File: config.mk
export PLATFORM = sky130hd
export DESIGN_NAME = excess3_to_bcd_serial
export DESIGN_NICKNAME = d
export VERILOG_FILES = /design/src/rtl/excess3_to_bcd_serial.sv
export SDC_FILE = /design/constraint.sdc
export NUM_CORES = 1
export LEC_CHECK = 0
export CORE_ASPECT_RATIO = 2
export CORE_MARGIN = 8
export CORE_UTILIZATION = 30
export CTS_CLUSTER_SIZE = 24
export DETAILED_ROUTE_END_ITERATION = 8
export PLACE_DENSITY_LB_ADDON = 0.25
export SETUP_SLACK_MARGIN = 0.5
export SLEW_MARGIN = 10
export SYNTH_ARGS = -nofsm -noshare
export SYNTH_HDL_FRONTEND = slang
export SYNTH_SLANG_ARGS = --single-unit
File: constraint.sdc
create_clock -name clk -period 1.42 [get_ports clk]
set_input_delay 0.284 -clock clk [delete_from_list [all_inputs] [get_ports clk]]
set_output_delay 0.284 -clock clk [all_outputs]
set_load 0.1 [all_outputs]
File: src/rtl/excess3_to_bcd_serial.sv
// Serial Excess-3 to packed BCD decoder: one digit per clock, LSB digit first,
// with valid/ready on both sides and first-invalid-digit reporting.
//   state | meaning
//   IDLE  | waiting for a word, in_ready high
//   CONV  | decoding shreg[3:0] into digit slot cnt
//   DONE  | result presented, outputs frozen until out_ready
module excess3_to_bcd_serial #(
  parameter int DIGITS = 4,
  parameter int IDXW   = 2
) (
  input  logic                  clk,
  input  logic                  rst,
  input  logic                  in_valid,
  output logic                  in_ready,
  input  logic [4*DIGITS-1:0]   Xs,
  output logic                  out_valid,
  input  logic                  out_ready,
  output logic [4*DIGITS-1:0]   BCD,
  output logic                  err,
  output logic [IDXW-1:0]       err_pos
);

  typedef enum logic [1:0] {IDLE, CONV, DONE} state_t;

  state_t                state, state_nxt;
  logic [4*DIGITS-1:0]   shreg;
  logic [IDXW-1:0]       cnt;
  logic [3:0]            digit;
  logic                  legal;
  logic                  last;

  assign digit     = shreg[3:0];
  assign legal     = (digit >= 4'd3) && (digit <= 4'd12);
  assign last      = (cnt == IDXW'(DIGITS - 1));
  assign in_ready  = (state == IDLE);
  assign out_valid = (state == DONE);

  always_ff @(posedge clk or posedge rst) begin
    if (rst) state <= IDLE;
    else     state <= state_nxt;
  end

  always_comb begin
    state_nxt = state;
    case (state)
      IDLE:    if (in_valid) state_nxt = CONV;
      CONV:    if (last) state_nxt = DONE;
      DONE:    if (out_ready) state_nxt = IDLE;
      default: state_nxt = IDLE;
    endcase
  end

  always_ff @(posedge clk or posedge rst) begin
    if (rst) begin
      shreg   <= '0;
      cnt     <= '0;
      BCD     <= '0;
      err     <= 1'b0;
      err_pos <= '0;
    end else begin
      case (state)
        IDLE: begin
          if (in_valid) begin
            shreg   <= Xs;
            cnt     <= '0;
            BCD     <= '0;
            err     <= 1'b0;
            err_pos <= '0;
          end
        end
        CONV: begin
          if (legal) begin
            BCD[4*cnt +: 4] <= digit - 4'd3;
          end else begin
            BCD[4*cnt +: 4] <= 4'hF;
            // only the lowest-indexed bad digit is reported
            if (!err) begin
              err     <= 1'b1;
              err_pos <= cnt;
            end
          end
          shreg <= shreg >> 4;
          cnt   <= cnt + 1'b1;
        end
        default: ;
      endcase
    end
  end

endmodule

==> results of run 1 <==
## worst max path at each step
stage | depth (start not counted) | slack [ns] | from | end
after floorplan | 3 | -0.02 | state[1]$_DFFE_PP0P_ | err$_DFFE_PP0P_
after global placement | 5 | -0.16 | in_valid | BCD[4]$_DFFE_PP0P_
after detailed placement | 5 | -0.22 | in_valid | BCD[7]$_DFFE_PP0P_
after CTS | 6 | -0.09 | shreg[0]$_DFFE_PP0P_ | BCD[14]$_DFFE_PP0P_
after global routing | 6 | -0.17 | shreg[0]$_DFFE_PP0P_ | BCD[5]$_DFFE_PP0P_
final | 6 | -0.10 | shreg[1]$_DFFE_PP0P_ | BCD[5]$_DFFE_PP0P_
## stage by stage
stage	instances	setup WS, ns	util, %	hold WS [ns]
after detailed placement	308	-0.221	47.9	0.475
after global placement	308	-0.161	47.9	0.467
final	334	-0.101	57.3	0.386
after global routing	334	-0.172	57.3	0.425
after CTS	333	-0.0885	55.9	0.405
after floorplan	188	-0.0232	-	0.257
## logic make-up (layout without fill, tap and decap cells)
| logic type | Yosys count | count (layout) |
|---|---|---|
| AOI/OAI and AO/OA | 60 | 61 |
| xor gates and xnor gates | 2 | 2 |
| adders and majority gates | 8 | 8 |
| buffers and inverters | 14 | 96 |
| DFF | 39 | 39 |
| muxes | 14 | 14 |
| and+or+nand+nor | 51 | 51 |
## layout make-up
class | count | area (µm²)
fill | 495 | 2560
timing repair buffer | 80 | 1060
sequential | 39 | 1050
multi-input combinational | 136 | 1040
clock buffer | 6 | 139
tap | 63 | 78.8
inverter | 8 | 38.8
clock inverter | 2 | 35.0
## cell usage after synthesis (all sizes together)
| master | number | area (µm²) |
|---|---|---|
| or3 | 1 | 11.3 |
| buf | 3 | 21.3 |
| inv | 8 | 30.0 |
| nor2b | 2 | 12.5 |
| dfrtp | 39 | 976 |
| a31oi | 2 | 12.5 |
| nor3b | 1 | 12.5 |
| xor2 | 1 | 8.76 |
| ha | 8 | 100 |
| a21oi | 19 | 95.1 |
| clkbuf | 3 | 11.3 |
| xnor2 | 1 | 8.76 |
| nand2b | 1 | 6.26 |
| o21bai | 1 | 7.51 |
| mux2i | 14 | 140 |
| nand2 | 39 | 149 |
| nor3 | 4 | 20.0 |
| a22o | 6 | 52.6 |
| nor2 | 3 | 11.3 |
| o21ai | 32 | 171 |
## cell usage in the layout (no fill, tap or decap), types with 2 or more instances in the layout
cell and n:
buf_6 16, nor2b_4 2, nor2_1 2, nand2_2 7, ha_1 4, o21ai_1 28
dfrtp_4 19, nand2_4 4, dfrtp_2 3, o21ai_2 4, buf_12 23, clkdlybuf4s50_1 19
inv_1 4, mux2i_1 12, a21oi_1 14, nand2_1 28, clkbuf_16 7, ha_4 3
inv_4 2, nor3_4 2, nor3_2 2, buf_4 18, a31oi_1 2, a21oi_2 5
dfrtp_1 17, a22o_1 6
## metal layers
| layer | part of all wire, % | vias up |
|---|---|---|
| li1 | - | 814 |
| met1 | 33 | 835 |
| met2 | 60 | 38 |
| met3 | 3.9 | 13 |
| met4 | 3.5 | 0 |
| met5 | 0 | - |
## worst register-to-register path, stage by stage, from the launching register on
cell     delay (ns)
dfrtp_1        0.42
ha_2           0.19
or3_4          0.36
o21ai_4        0.15
buf_6          0.15
a21oi_2        0.03
o21ai_1        0.14
## sequential cells by signal, summed over array words and instances, names as in the netlist
| name | cells |
|---|---|
| cnt | 2 |
| state | 2 |
| shreg | 16 |
| BCD | 16 |
| err_pos | 2 |
| err | 1 |
## repair_timing
action	4_1_cts	5_1_grt
setup endpoints to repair	60	60
pin swaps	15	5
buffers inserted	13	0
gates resized for setup	35	20
cloned	4	1
endpoints found under the hold margin	0	0
==> flow_summary.ini, run 1 <==
[cells_and_area]
final_layout_size_suffix_gt1_share_pct = 49.1
area_growth_syn_to_layout_pct = 85.2
antenna_cells = 0
layout.nets = 298
final_cell_area_um2 = 3440

[worst_setup_path]
cp_top_family = flip-flops
critical_path.max_fanout = 7
regToRegEndpoint = BCD[5]$_DFFE_PP0P_
reg2reg_from = shreg[1]$_DFFE_PP0P_
max_stage_delay_ns = 0.42
cp-end-kind = flop
cp_num_buf_inv = 1
crit_chain = ha_2, or3_4, o21ai_4, buf_6, a21oi_2, o21ai_1
worstSetupPathType = flop to flop
worstPathRequired_ns = 1.63
cp-start-kind = flop
cpMaxStageDelayCell = dfrtp_1
reg2reg_depth = 6
rrSetupSlack_ns = -0.10
arrival_ns = 1.73

[synthesis]
synth.avg_cell_area_um2 = 9.88
synth_compound_area_share_pct = 18.2
synthMuxAreaShare_pct = 7.54
synth.distinct_cells = 25
synth-seq-cells = 39
synthCells = 188
synth-seq-area-share_pct = 52.5
synthSimpleGateAreaFrac_pct = 12.0
synth_fa_ha_area_share_pct = 5.39
synth_xor_area_share_pct = 0.943
synth_top_family_by_area = compound AO/OA/AOI/OAI gates
yosys_warnings = 0
syn_area_um2 = 1860
synth_nets = 216

[clocking]
root_buffer = clkbuf_16
cts-buffers-inserted = 5
clkTransAtPathRegs_ns = 0.06
clock-sinks = 39
ctsHoldBuffers = 0
cts_buffer_depth = 2
cts_tree = done
clkLatencyLatePin_ns = 0.29
cts.htree.levels = 2

[sta]
fin_crit_sh_pct = 107
rsz0062_at_grt = yes
timing.final.ws_setup_ns = -0.101
setup_viol = 20
worst_pin_slew_ns = 0.361
relSlewSlack_pct = 75.9
finalClockSkew_ns = 0.00229
hold_viol = 0
fmax_mhz = 657
final_max_slew_viol_count = 0
fin_crit_ns = 1.52
fin_tns_setup_ns = -1.12

[drt]
vias = 1700
first_pass_iters = 4
drt_wl_total_um = 5590
viasPerCell = 5.09
postRouteAntennaNets = 0
drcViolationCount = 0
routedWlPerCell_um = 16.7
drt_iter0_drc = 51

[grt]
grt_pass1_vias = 1890
track_usage_pct = 13.4
met3_usage_pct = 3.61
grt_pass1_wl_um = 9400
use_met1_pct = 11.9
grt_start_max_net_pins = 40
antenna_found_initial = 0
grt.overflow.total = 0
gr-usage-met2_pct = 25.6
top_usage_layer = met2

[placed_design]
io_buffers = 40
place_hpwl_um = 3630
gp_congestion = 0.854
post_dp_cell_area_um2 = 2870

[floorplan]
ios = 41
die_w_um = 71.7
rows = 40
dieArea_um2 = 9120
die_y_um = 127
core_um2 = 6010
initial_core_util_pct = 30.9

[job]
maxCapViolations = 0

[run_status]
violations = negative setup slack
outcome = finished, violations left

[worst_hold_path]
hold_path_class = input pin to async pin
Power of run 1 is not shown: default switching activity piles up to over one toggle a cycle in this logic, so the estimate is an artifact.
==> run 2, diff against run 1 <==
- PLACE_DENSITY_LB_ADDON: 0.25 -> 0.12
==> flow_summary.ini, run 2 (synthesis results as in run 1) <==
[floorplan]
rows = 40
ios = 41
core_um2 = 6010
die_w_um = 71.7
die_y_um = 127
dieArea_um2 = 9120
initial_core_util_pct = 30.9

[job]
maxCapViolations = 0

[clocking]
root_buffer = clkbuf_16
cts.htree.levels = 2
clkTransAtPathRegs_ns = 0.05
clock-sinks = 39
cts_buffer_depth = 2
cts_tree = done
cts-buffers-inserted = 5
clkLatencyLatePin_ns = 0.28

[drt]
drcViolationCount = 0
drt_iter0_drc = 54
vias = 1660
first_pass_iters = 5
routedWlPerCell_um = 16.4
drt_wl_total_um = 5360
postRouteAntennaNets = 0
viasPerCell = 5.08

[cells_and_area]
final_layout_size_suffix_gt1_share_pct = 51.5
antenna_cells = 0
reg_top3 = BCD x16, shreg x16
layout.nets = 291
area_growth_syn_to_layout_pct = 83.2
final_common_cell = nand2_1
num-fill-cells = 528
utilization_pct = 56.7
final_cell_mix = nand2_1 (27), o21ai_1 (24), buf_12 (24)

[worst_setup_path]
crit_chain = buf_6, nor2b_4, buf_12
max_stage_delay_ns = 0.42
worstPathRequired_ns = 1.14
arrival_ns = 1.15
cp-start-kind = flop
cp-end-kind = output pin
cpMaxStageDelayCell = dfrtp_2
worstSetupPathType = flop to output pin
critical_path.max_fanout = 3

[sta]
fin_crit_ns = 1.43
fmax_mhz = 698
finalClockSkew_ns = 0.00272
hold_viol = 0
relSlewSlack_pct = 77.5
setup_viol = 5
fin_crit_sh_pct = 101
final_max_slew_viol_count = 0
timing.final.ws_setup_ns = -0.0121
worst_pin_slew_ns = 0.336
rsz0062_at_grt = yes

[grt]
grt_pass1_wl_um = 9120
grt.overflow.total = 0
grt_start_max_net_pins = 40
track_usage_pct = 12.8
antenna_found_initial = 0
grt_pass1_vias = 1877

[run_status]
violations = negative setup slack
outcome = finished, violations left

[placed_design]
place_hpwl_um = 3680
gp_congestion = 0.799
io_buffers = 40

[worst_hold_path]
hold_path_class = input pin to async pin
run 2: cell types whose count changed in the layout (fill, tap and decap cells not counted), moves of 3 or more:
cell | before | now
buf_6 | 16 | 7
a21oi_2 | 5 | 8
a21oi_1 | 14 | 11
o21ai_1 | 28 | 24
o21ai_2 | 4 | 8
nand2_2 | 7 | 10
run 2: path summary, 6_finish.rpt:
kind	from	to	slack, ns	depth (start not counted)
min in group clk	shreg[4]$_DFFE_PP0P_	shreg[4]$_DFFE_PP0P_	0.48	2
hold reg to reg	shreg[4]$_DFFE_PP0P_	shreg[4]$_DFFE_PP0P_	0.48	2
max in group asynchronous	rst	err_pos[0]$_DFFE_PP0P_	0.80	3
setup reg to reg	shreg[1]$_DFFE_PP0P_	err_pos[0]$_DFFE_PP0P_	-0.01	5
hold / removal	rst	shreg[4]$_DFFE_PP0P_	0.40	3
setup / recovery	state[0]$_DFFE_PP0P_	out_valid	-0.01	3
run 2: layer usage:
metal / vias up / part of all wire (%) / track usage [%]
met4: 0 / 2.4 / 6.67
li1: 804 / - / -
met3: 12 / 3.3 / 3.06
met2: 34 / 62 / 24.6
met5: - / 0 / 0
met1: 810 / 32 / 11.6
run 2: final cells by class:
| class | count | area (µm²) | area share [%] |
|---|---|---|---|
| sequential | 39 | 1050 | 30.9 |
| clock buffer | 8 | 156 | 4.60 |
| tap | 63 | 78.8 | 2.32 |
| inverter | 8 | 38.8 | 1.14 |
| timing repair buffer | 72 | 993 | 29.2 |
| multi-input combinational | 137 | 1080 | 31.9 |
run 2: stage by stage:
step / worst slack [ns] / std cells / hold slack [ns] / cell area [µm²] / TNS, ns
final: -0.0121 / 327 / 0.401 / 3400 / -0.0246
after global placement: -0.129 / 303 / 0.466 / 2840 / -2.61
after CTS: -0.0170 / 323 / 0.417 / 3260 / -0.0443
after global routing: -0.0711 / 327 / 0.434 / 3400 / -0.911
after floorplan: -0.0232 / 188 / 0.257 / 2030 / -0.0419
after detailed placement: -0.152 / 303 / 0.476 / 2840 / -2.97
run 2: timing repair:
item                       4_1_cts  5_1_grt
pin swaps                        5       10
gates cloned                     5        1
resized for setup               39       21
setup endpoints to repair       60       60
hold buffers                     0        0
setup buffers                    7        3
run 2: critical path: cells and delay by family (launching register included):
kind / cells / cell delay [ns]
flops: 1 / 0.42
buf+inv: 2 / 0.32
simple gates: 1 / 0.13
Power of run 2 is left out for the same reason.
==> run 3, diff against run 2 <==
- REMOVE_ABC_BUFFERS: not set -> 1
==> flow_summary.ini, run 3 (synthesis results as in run 1) <==
[grt]
grt_pass1_vias = 1835
track_usage_pct = 11.9
gr-usage-met2_pct = 23.6
use_met1_pct = 11.3
antenna_found_initial = 0
grt.overflow.total = 0
grt_pass1_wl_um = 8700
top_usage_layer = met2
met3_usage_pct = 2.27
grt_start_max_net_pins = 40

[clocking]
clkTransAtPathRegs_ns = 0.06
cts-buffers-inserted = 5
cts.htree.levels = 2
root_buffer = clkbuf_16
cts_buffer_depth = 2
clock-sinks = 39
ctsHoldBuffers = 0
cts_tree = done
clkLatencyLatePin_ns = 0.28

[sta]
setup_viol = 9
relSlewSlack_pct = 78.7
fin_tns_setup_ns = -0.463
fin_crit_ns = 1.49
hold_viol = 0
finalClockSkew_ns = 0.00398
final_max_slew_viol_count = 0
fin_crit_sh_pct = 105
worst_pin_slew_ns = 0.319
rsz0062_at_grt = yes
fmax_mhz = 669
timing.final.ws_setup_ns = -0.0741

[worst_setup_path]
max_stage_delay_ns = 0.41
critical_path.max_fanout = 5
arrival_ns = 1.70
cp-end-kind = flop
cp-start-kind = flop
worstPathRequired_ns = 1.62
cpMaxStageDelayCell = dfrtp_1
crit_chain = ha_2, or3_4, o21ai_4, buf_4, a21oi_2, o21ai_1
worstSetupPathType = flop to flop

[floorplan]
initial_core_util_pct = 30.9
rows = 40
die_y_um = 127
dieArea_um2 = 9120
die_w_um = 71.7
core_um2 = 6010
ios = 41

[cells_and_area]
final_layout_size_suffix_gt1_share_pct = 52.6
stdcell_count = 354
reg_top3 = BCD x16, shreg x16
layout.nets = 319
antenna_cells = 0
area_growth_syn_to_layout_pct = 93.9
final_common_cell = buf_4
final_cell_mix = buf_4 (39), dfrtp_1 (37), nand2_1 (27)
utilization_pct = 60.0

[drt]
viasPerCell = 4.86
drt_wl_total_um = 5600
drt_iter0_drc = 51
routedWlPerCell_um = 15.8
first_pass_iters = 4
vias = 1720
postRouteAntennaNets = 0
drcViolationCount = 0

[placed_design]
gp_congestion = 0.830
dp_cells = 311
io_buffers = 40
place_hpwl_um = 3570

[run_status]
violations = negative setup slack
outcome = finished, violations left

[job]
maxCapViolations = 0

[worst_hold_path]
hold_path_class = input pin to async pin
[run 3: critical path: cells and delay by family, from the launching register on]
kind | cells | cell delay, ns
DFF | 1 | 0.41
and+or+nand+nor | 1 | 0.38
AOI/OAI and AO/OA | 3 | 0.28
adders and majority gates | 1 | 0.19
buffers and inverters | 1 | 0.15
[run 3: per-stage QoR]
| stage | hold slack, ns | worst slack (ns) | instance area (µm²) |
|---|---|---|---|
| 3_3_place_gp | 0.467 | -0.134 | 2740 |
| 4_1_cts | 0.378 | -0.0378 | 3240 |
| 5_1_grt | 0.399 | -0.152 | 3600 |
| 3_5_place_dp | 0.476 | -0.149 | 2740 |
| 2_1_floorplan | 0.417 | -0.974 | 1830 |
| 6_report | 0.361 | -0.0741 | 3600 |
[run 3: repair_timing]
action / 4_1_cts / 5_1_grt
cloned: 4 / 2
setup buffers: 10 / 20
gates resized for setup: 58 / 39
pin swaps: 6 / 19
endpoints found under the setup margin: 60 / 60
[run 3: final timing paths]
path / end / from / cells past startpoint / slack (ns)
max in group asynchronous: state[1]$_DFFE_PP0P_ / rst / 3 / 0.84
min in group clk: shreg[10]$_DFFE_PP0P_ / shreg[10]$_DFFE_PP0P_ / 2 / 0.49
setup / recovery: BCD[13]$_DFFE_PP0P_ / shreg[1]$_DFFE_PP0P_ / 6 / -0.07
setup reg to reg: BCD[13]$_DFFE_PP0P_ / shreg[1]$_DFFE_PP0P_ / 6 / -0.07
hold reg to reg: shreg[10]$_DFFE_PP0P_ / shreg[10]$_DFFE_PP0P_ / 2 / 0.49
hold / removal: shreg[5]$_DFFE_PP0P_ / rst / 3 / 0.36
[run 3: layout make-up]
class                           instances  area (µm²)
Inverter                                8        35.0
Fill cell                             507        2400
Tap cell                               63        78.8
Clock inverter                          1        5.00
Multi-Input combinational cell        138        1160
Timing Repair Buffer                   99        1210
Sequential cell                        39         978
Clock buffer                            6         139
[run 3: layer usage]
metal | vias to the layer above | wire length, µm
li1 | 863 | -
met1 | 813 | 1980
met2 | 37 | 3360
met3 | 7 | 155
met4 | 0 | 104
met5 | - | 0
Power of run 3 is left out for the same reason.
